<file path="config.mk">
export PLATFORM = sky130hd
export DESIGN_NAME = csa_bist_ctrl_flat
export DESIGN_NICKNAME = d
export VERILOG_FILES = /design/src/rtl/csa_bist_ctrl_if.sv /design/src/rtl/csa_bist_ctrl.sv /design/src/flat_wrapper.sv
export SDC_FILE = /design/constraint.sdc
export NUM_CORES = 1
export LEC_CHECK = 0
export BUFFER_PORTS_ARGS = -buffer_cell sky130_fd_sc_hd__buf_4
export CELL_PAD_IN_SITES_DETAIL_PLACEMENT = 0
export CELL_PAD_IN_SITES_GLOBAL_PLACEMENT = 1
export CORE_MARGIN = 2
export CORE_UTILIZATION = 40
export DETAILED_ROUTE_END_ITERATION = 7
export GPL_TIMING_DRIVEN = 0
export PLACE_DENSITY = 0.83
export SLEW_MARGIN = 20
export SYNTH_ARGS = -nofsm -noshare
export SYNTH_HDL_FRONTEND = slang
export SYNTH_SLANG_ARGS = --single-unit
</file>
<file path="constraint.sdc">
create_clock -name clk -period 3.2 [get_ports clk]
set_input_delay 0 -clock clk [delete_from_list [all_inputs] [get_ports clk]]
set_output_delay 0 -clock clk [all_outputs]
set_load 0.1 [all_outputs]
</file>
<file path="src/rtl/csa_bist_ctrl_if.sv">
// Add interface between the BIST engine (master: drives operands) and the adder under test (slave).
interface csa_add_if #(
  parameter int WIDTH = 4
);
  logic [WIDTH-1:0] dut_a;
  logic [WIDTH-1:0] dut_b;
  logic             dut_cin;
  logic [WIDTH-1:0] dut_s;
  logic             dut_cout;

  modport master (
    output dut_a, dut_b, dut_cin,
    input  dut_s, dut_cout
  );

  modport slave (
    input  dut_a, dut_b, dut_cin,
    output dut_s, dut_cout
  );
endinterface

</file>
<file path="src/rtl/csa_bist_ctrl.sv">
// Self-test stimulus/response engine for the carry-skip adder: LFSR vectors in, golden a+b+cin compare.
// Optional first-failure capture ports are built when CSA_BIST_FIRST_FAIL_EN is defined.
//
// state    | meaning
// S_IDLE   | waiting for start after reset
// S_DRIVE  | register next LFSR vector onto the adder operands
// S_SETTLE | hold operands SETTLE_CYCLES cycles
// S_CHECK  | compare adder result, update counts, advance LFSR
// S_DONE   | run finished, results held until next start
module csa_bist_ctrl #(
  parameter int          WIDTH         = 4,
  parameter int          NUM_VECTORS   = 20,
  parameter int          SETTLE_CYCLES = 1,
  parameter logic [31:0] SEED          = 32'h1
) (
  input  logic        clk,
  input  logic        rst,
  input  logic        start,
  csa_add_if.master   add,
  output logic        busy,
  output logic        done,
  output logic        pass,
  output logic [15:0] err_count,
  output logic [15:0] vec_count
`ifdef CSA_BIST_FIRST_FAIL_EN
  ,
  output logic [WIDTH-1:0] fail_a,
  output logic [WIDTH-1:0] fail_b,
  output logic             fail_cin,
  output logic             fail_valid
`endif
);

  localparam logic [31:0] POLY    = 32'h8020_0003;
  localparam int          CW      = (SETTLE_CYCLES > 1) ? $clog2(SETTLE_CYCLES) : 1;
  localparam logic [CW-1:0] SETTLE_LOAD = CW'(SETTLE_CYCLES - 1);
  localparam logic [15:0] NUM_VEC = 16'(NUM_VECTORS);

  typedef enum logic [2:0] {
    S_IDLE,
    S_DRIVE,
    S_SETTLE,
    S_CHECK,
    S_DONE
  } state_t;

  state_t        state;
  logic [31:0]   lfsr;
  logic [CW-1:0] settle_cnt;

  logic [WIDTH:0] sum_exp;
  logic           mismatch;
  logic [15:0]    err_next;
  logic [15:0]    vec_next;
  logic [31:0]    lfsr_next;

  always_comb begin
    sum_exp   = {1'b0, add.dut_a} + {1'b0, add.dut_b} + {{WIDTH{1'b0}}, add.dut_cin};
    mismatch  = ({add.dut_cout, add.dut_s} != sum_exp);
    err_next  = (mismatch && (err_count != 16'hFFFF)) ? err_count + 16'd1 : err_count;
    vec_next  = vec_count + 16'd1;
    lfsr_next = (lfsr >> 1) ^ (lfsr[0] ? POLY : 32'h0);
  end

  always_ff @(posedge clk) begin
    if (rst) begin
      state       <= S_IDLE;
      lfsr        <= SEED;
      settle_cnt  <= '0;
      add.dut_a   <= '0;
      add.dut_b   <= '0;
      add.dut_cin <= 1'b0;
      busy        <= 1'b0;
      done        <= 1'b0;
      pass        <= 1'b0;
      err_count   <= '0;
      vec_count   <= '0;
`ifdef CSA_BIST_FIRST_FAIL_EN
      fail_a      <= '0;
      fail_b      <= '0;
      fail_cin    <= 1'b0;
      fail_valid  <= 1'b0;
`endif
    end else begin
      case (state)
        S_IDLE, S_DONE: begin
          if (start) begin
            state     <= S_DRIVE;
            lfsr      <= SEED;
            err_count <= '0;
            vec_count <= '0;
            busy      <= 1'b1;
            done      <= 1'b0;
            pass      <= 1'b0;
`ifdef CSA_BIST_FIRST_FAIL_EN
            fail_a     <= '0;
            fail_b     <= '0;
            fail_cin   <= 1'b0;
            fail_valid <= 1'b0;
`endif
          end
        end
        S_DRIVE: begin
          // a in the MSBs of the vector, cin in bit 0
          add.dut_a   <= lfsr[2*WIDTH:WIDTH+1];
          add.dut_b   <= lfsr[WIDTH:1];
          add.dut_cin <= lfsr[0];
          settle_cnt  <= SETTLE_LOAD;
          state       <= S_SETTLE;
        end
        S_SETTLE: begin
          if (settle_cnt == '0) state <= S_CHECK;
          else                  settle_cnt <= settle_cnt - 1'b1;
        end
        S_CHECK: begin
          err_count <= err_next;
          vec_count <= vec_next;
          lfsr      <= lfsr_next;
`ifdef CSA_BIST_FIRST_FAIL_EN
          if (mismatch && !fail_valid) begin
            fail_a     <= add.dut_a;
            fail_b     <= add.dut_b;
            fail_cin   <= add.dut_cin;
            fail_valid <= 1'b1;
          end
`endif
          if (vec_next == NUM_VEC) begin
            state <= S_DONE;
            busy  <= 1'b0;
            done  <= 1'b1;
            pass  <= (err_next == 16'd0);
          end else begin
            state <= S_DRIVE;
          end
        end
        default: state <= S_IDLE;
      endcase
    end
  end

endmodule
</file>
<file path="src/flat_wrapper.sv">
// flat-port wrapper written by rule: the top's interface ports become plain ports
module csa_bist_ctrl_flat 
#(
  parameter int          WIDTH         = 4,
  parameter int          NUM_VECTORS   = 20,
  parameter int          SETTLE_CYCLES = 1,
  parameter logic [31:0] SEED          = 32'h1
)
  (clk, rst, start, busy, done, pass, err_count, vec_count, add_dut_a, add_dut_b, add_dut_cin, add_dut_s, add_dut_cout);
  csa_add_if #(.WIDTH(WIDTH)) add_i ();
  input  logic clk;
  input  logic rst;
  input  logic start;
  output logic busy;
  output logic done;
  output logic pass;
  output logic [15:0] err_count;
  output logic [15:0] vec_count;
  output wire logic [$bits(add_i.dut_a)-1:0] add_dut_a;
  output wire logic [$bits(add_i.dut_b)-1:0] add_dut_b;
  output wire logic [$bits(add_i.dut_cin)-1:0] add_dut_cin;
  input wire logic [$bits(add_i.dut_s)-1:0] add_dut_s;
  input wire logic [$bits(add_i.dut_cout)-1:0] add_dut_cout;
  assign add_dut_a = add_i.dut_a;
  assign add_dut_b = add_i.dut_b;
  assign add_dut_cin = add_i.dut_cin;
  assign add_i.dut_s = add_dut_s;
  assign add_i.dut_cout = add_dut_cout;
  csa_bist_ctrl #(.WIDTH(WIDTH), .NUM_VECTORS(NUM_VECTORS), .SETTLE_CYCLES(SETTLE_CYCLES), .SEED(SEED)) u_core (.clk(clk), .rst(rst), .start(start), .add(add_i), .busy(busy), .done(done), .pass(pass), .err_count(err_count), .vec_count(vec_count));
endmodule
</file>
After elaboration in Yosys (flattened, before gate mapping) --
Index checks and enable logic that the tools add are counted.
Word-level totals: input port bits 8, flip-flop bits (word level) 80, output and inout port bits 44, word-level logic and storage cells 57
Operators by class: mux-type cells 21, reduce and logical (&&, ||, !) cells 9, equality and inequality tests 10, $add $sub $neg 5, bitwise gates (word level) 1
Operator list (count):
- 32-bit 2-to-1 mux | 2
- 16-bit one-hot mux with 2 select lines | 2
- 32-bit one-hot mux with 2 select lines | 1
- 16-bit by 1-bit adder with 16-bit output (second input constant) | 2
- 16-bit 2-to-1 mux | 2
- 31-bit by 32-bit bitwise XOR with 32-bit output | 1
- 16-bit by 5-bit == test with 1-bit output (second input constant) | 1
- 16-bit zero test | 1
- 16-bit != test (second input constant) | 1
- 3-bit one-hot mux with 4 select lines | 1
- 3-bit 2-to-1 mux | 3
- 1-bit one-hot mux with 2 select lines | 4
- 3-bit by 2-bit == test with 1-bit output (second input constant) | 2
- 1-bit 2-to-1 mux | 6
- 4-bit by 4-bit adder with 5-bit output | 1
- 5-bit by 1-bit adder with 5-bit output | 1
- 5-bit != test | 1
- 2-bit != test (second input constant) | 2
- 2-bit AND reduction | 2
- 2-bit nonzero test | 2
- 3-bit by 1-bit == test with 1-bit output (second input constant) | 1
- 3-bit == test (second input constant) | 1
- 3-bit zero test | 1
- 3-bit AND reduction | 1
- 4 further kinds | 4

Longest topological paths before layout --
word-level depth 8, mapped depth 13, mapped depth without buffers 12

Worst setup path before layout --
No wires, ideal clock.
path kind reg2reg, start point register u_core.add.dut_cin, end point register u_core.pass, slack -0.537 ns, stages on the path, launching flop included 14, buffers on the path 1, period minus slack after synthesis 3.737 ns, arrival time 3.674 ns, data required time 3.138 ns, cell sequence dfxtp_1 -> inv_1 -> fa_1 -> inv_1 -> fa_1 -> xnor2_1 -> nand3_1 -> or3_1 -> buf_6 -> o311ai_4 -> a2bb2oi_2 -> a2111oi_2 -> nand4_1 -> nand2_1
On the way: word-level cells in the longest chain between the ends 7
RTL lines:
- start, declared | line csa_bist_ctrl_if.sv:12 | output dut_a, dut_b, dut_cin,
- start signal, assigned | line csa_bist_ctrl.sv:107 | add.dut_cin <= lfsr[0];
- 5-bit by 1-bit adder with 5-bit output | line csa_bist_ctrl.sv:58 | sum_exp = {1'b0, add.dut_a} + {1'b0, add.dut_b} + {{WIDTH{1'b0}}, add.dut_cin};
- 5-bit != test | line csa_bist_ctrl.sv:59 | mismatch = ({add.dut_cout, add.dut_s} != sum_exp);
- 1-bit logical AND | line csa_bist_ctrl.sv:60 | err_next = (mismatch && (err_count != 16'hFFFF)) ? err_count + 16'd1 : err_count;
- 16-bit 2-to-1 mux | line csa_bist_ctrl.sv:60
- 16-bit zero test | line csa_bist_ctrl.sv:131 | pass <= (err_next == 16'd0);
- 1-bit 2-to-1 mux | line csa_bist_ctrl.sv:127 | if (vec_next == NUM_VEC) begin
- 1-bit one-hot mux with 2 select lines | line csa_bist_ctrl.sv:85 | case (state)
- end signal, assigned | line csa_bist_ctrl.sv:131
- end, declared | line csa_bist_ctrl.sv:22 | output logic pass,
No other way between the ends. The select of a mux whose other input is x is not followed. A chain may end at the register's enable or synchronous reset.

Final worst setup path --
start point register u_core.add.dut_b[0], end point register u_core.pass
On the way: word-level cells in the longest chain between the ends 8
RTL lines:
- start, declared | line csa_bist_ctrl_if.sv:12
- start signal, assigned | line csa_bist_ctrl.sv:106 | add.dut_b <= lfsr[WIDTH:1];
- 4-bit by 4-bit adder with 5-bit output | line csa_bist_ctrl.sv:58
- 5-bit by 1-bit adder with 5-bit output | line csa_bist_ctrl.sv:58
- 5-bit != test | line csa_bist_ctrl.sv:59
- 1-bit logical AND | line csa_bist_ctrl.sv:60
- 16-bit 2-to-1 mux | line csa_bist_ctrl.sv:60
- 16-bit zero test | line csa_bist_ctrl.sv:131
- 1-bit 2-to-1 mux | line csa_bist_ctrl.sv:127
- 1-bit one-hot mux with 2 select lines | line csa_bist_ctrl.sv:85
No other way between the ends. The select of a mux whose other input is x is not followed.

==> results by group <==
Critical path
  – Worst setup EP type: register
  – Setup CP Type: reg -> reg
  – Critical Path RT: 3.51 ns
  – CP arrival: about 3.3 ns
  – Setup crit start kind: register
  – Crit Path Max Fanout: 6

Final layout
  – Antenna cells: 0
  – Final core occ: 49.8%
  – Share of layout cells above drive strength 1: 16.2%
  – Final #Nets: 580
  – Non-Filler Instances: 702
  – Layout area overhead: 19.8%
  – Design area: about 4900 sq um

Global route
  – Grt total ovfl: 0
  – Global-route usage over all layers: about a fifth
  – First-pass GRT wire length: 18.2 mm
  – Initial antenna violation count: 0
  – Largest net degree at the start of global routing: 17
  – Vias in the first global route: about 3600

Clocking
  – Worst-case clock buffer depth: 2
  – Clock transition at path regs: around 0.09 ns
  – Clk_lat worst skew: 0.36 ns
  – CTS buffer count: 9
  – Clock H-tree levels: 3
  – # Post-CTS Setup Buffers: 0
  – CTS tree: yes
  – Clock Sinks: 79
  – Root Buffer: clkbuf_8

Floorplan
  – Initial core utilization: 41.6%
  – Die ar.: 11000 sq um
  – Io pins: 52
  – Std cell rows: 36
  – Core area: 9820 sq um
  – Die Ht: 105 um
  – Die W: 105 um

Route
  – Drt first pass iters: 5
  – Wire length per cell: around 16 um
  – Vias: roughly 4000
  – ANT nets after route: 0
  – Residual DRC: 0
  – DR vias/cell: 5.66
  – Initial DRC Count: 230
  – Drt total wl: roughly 11 mm

Synthesis
  – Post-synth EDFFs: 0
  – Yosys warns: 0
  – Synth async-reset ratio: 0%
  – Mapped cell area: 4080 sq um
  – Mapped Nets: 518
  – Post-synth top flop: dfxtp_1
  – Synth Register Bits: 79
  – Cell taking the most area after synthesis: dfxtp_1
  – Yosys top cell area share: 38.7%
  – Synth area leaders: dfxtp_1 (39%), nor2_1 (8.4%), a22oi_1 (7.2%)
  – Syn_area_per_cell: between 8 and 9 sq um
  – Register area share after synthesis: 38.7%
  – Unique masters post-synth: 61
  – List of most frequent post-synthesis cells: nor2_1 (91), dfxtp_1 (79), a22oi_1 (39)
  – Most common cell in the netlist: nor2_1
  – Post-Synthesis Cells: 502

Power
  – Clock power frac: a little under two fifths
  – Comb pwr share: 13.2%
  – Power Dens Cells: 423 nW/um^2
  – Sequential Power Share: between 40 and 50%
  – Switch Pwr: 0.628 mW
  – Internal: 1.44 mW
  – Pleak: 1.75 nW
  – Largest vdd supply drop: 0.302 mV
  – Switching Share: 30.4%

Outcome
  – Outcome: completed

STA
  – RSZ-0062 raised after global routing: no
  – Worst Tran Pin Value: 0.655 ns
  – Minimum clock period after layout: 3.01 ns
  – Final number of hold-violating endpoints: 0
  – F_max: 0.332 GHz
  – Setup Skew: between 0.01 and 0.015 ns
  – Relative slew slack: 56.3%
  – Tcrit/Tclk final: between 90% and 100%
  – Final setup fails: 0
  – Slew Viols, Final: 0
  – Final setup margin: 0.185 ns
  – Setup TNS: 0 ns

Flow run
  – Max-cap violations: 0

Placed design
  – Port bufs: 50
  – Dpl hpwl: 8.07 mm
  – Pre-CTS WS: -0.0271 ns
  – Post-DP Area: between 4000 and 5000 sq um
  – Placed Cells: 685
  – Routability cong.: 0.911

Worst hold path
  – Hold WC Path Type: in -> reg
[registers in the layout, indices dropped and copies added, names as in the netlist]
name	cells
u_core.add.dut_a	4
u_core.add.dut_b	4
u_core.add.dut_cin	1
u_core.busy	1
u_core.done	1
u_core.err_count	16
u_core.lfsr	32
u_core.pass	1
u_core.state	3
u_core.vec_count	16
[power groups by stage]
stage / Combinational [mW] / Clock, mW / Sequential, mW
after detailed placement: 0.267 / 0 / 1.03
after global placement: 0.266 / 0 / 1.03
after CTS: 0.269 / 0.812 / 1.00
final: 0.272 / 0.790 / 1.00
after floorplan: 0.152 / 0 / 1.06
after global routing: 0.295 / 0.851 / 1.01
[cell families (layout without fill, tap and decap cells)]
logic type,after synthesis,after routing,share of synthesized area (%)
compound gates,138,138,23.1
xor+xnor,20,20,4.63
fa+ha+maj,8,8,2.82
buf+inv,48,115,4.63
flops,79,79,38.7
mux,10,10,2.45
simple gates,199,199,23.7
[layer usage]
metal  global-route usage (%)  routed length, um  vias up
met2                     32.9               5110      145
met5                        0                  0        -
li1                         -                  -     1952
met1                     27.9               5210     1864
met4                     4.76                106        0
met3                     3.68                715       14
[placed cells by master, fill, tap and decap left out, types with 5 or more instances in the layout]
cell type	Yosys	layout
a21oi_1	38	38
a22oi_1	39	39
a311oi_1	6	6
a31oi_1	5	5
and2_1	5	5
and3_1	7	7
buf_1	5	5
buf_4	0	50
clkbuf_1	31	31
clkbuf_8	0	9
dfxtp_1	79	71
dfxtp_2	0	5
ha_1	6	6
inv_1	8	7
mux2i_1	10	10
nand2_1	23	23
nand3_1	19	19
nand4_1	11	11
nor2_1	91	91
nor3_1	11	10
o21ai_0	13	13
o21ai_1	10	9
or3_1	5	5
xnor2_1	15	15
[worst paths after layout]
| path | startpoint | end | slack, ns | cells after the start |
|---|---|---|---|---|
| max | u_core.add.dut_b[0]$_SDFFE_PP0P_ | u_core.pass$_SDFFE_PP0P_ | 0.19 | 13 |
| min | rst | u_core.lfsr[16]$_SDFFE_PP0P_ | 0.30 | 3 |
| max reg2reg | u_core.add.dut_b[0]$_SDFFE_PP0P_ | u_core.pass$_SDFFE_PP0P_ | 0.19 | 13 |
| min reg2reg | u_core.busy$_SDFFE_PP0P_ | u_core.busy$_SDFFE_PP0P_ | 0.46 | 2 |
[final cells by class]
type	count	area [sq um]
Inverter	10	37.5
Timing Repair Buffer	51	385
Multi-Input combinational cell	375	2340
Buffer	38	151
Clock buffer	9	124
Sequential cell	79	1600
Clock inverter	7	87.6
Tap cell	133	166
Fill cell	989	4930
[worst max-delay path, cell delays in order, from the launching register on]
cell and delay (ns):
dfxtp_4 0.36, inv_1 0.07, fa_2 0.36, inv_1 0.08
fa_1 0.42, xnor2_1 0.15, nand3_1 0.17, or3_1 0.36
buf_6 0.15, o311ai_4 0.26, a2bb2oi_2 0.10, a2111oi_2 0.28
nand4_1 0.13, nand2_1 0.08
[repair_timing]
| item | in CTS | in global routing |
|---|---|---|
| hold endpoints to repair | 1 | 0 |
| pin swaps | 0 | 6 |
| gates resized for setup | 2 | 5 |
| setup endpoints to repair | 1 | 8 |
| hold buffers | 1 | 0 |
[through the flow]
| step | total power, mW | hold WS (ns) |
|---|---|---|
| global route | 2.15 | 0.346 |
| CTS | 2.09 | 0.310 |
| global placement | 1.29 | 0.303 |
| detailed placement | 1.29 | 0.311 |
| floorplan | 1.21 | 0.181 |
| finish | 2.07 | 0.303 |
Note: power is estimated with default switching activity, not from simulation.
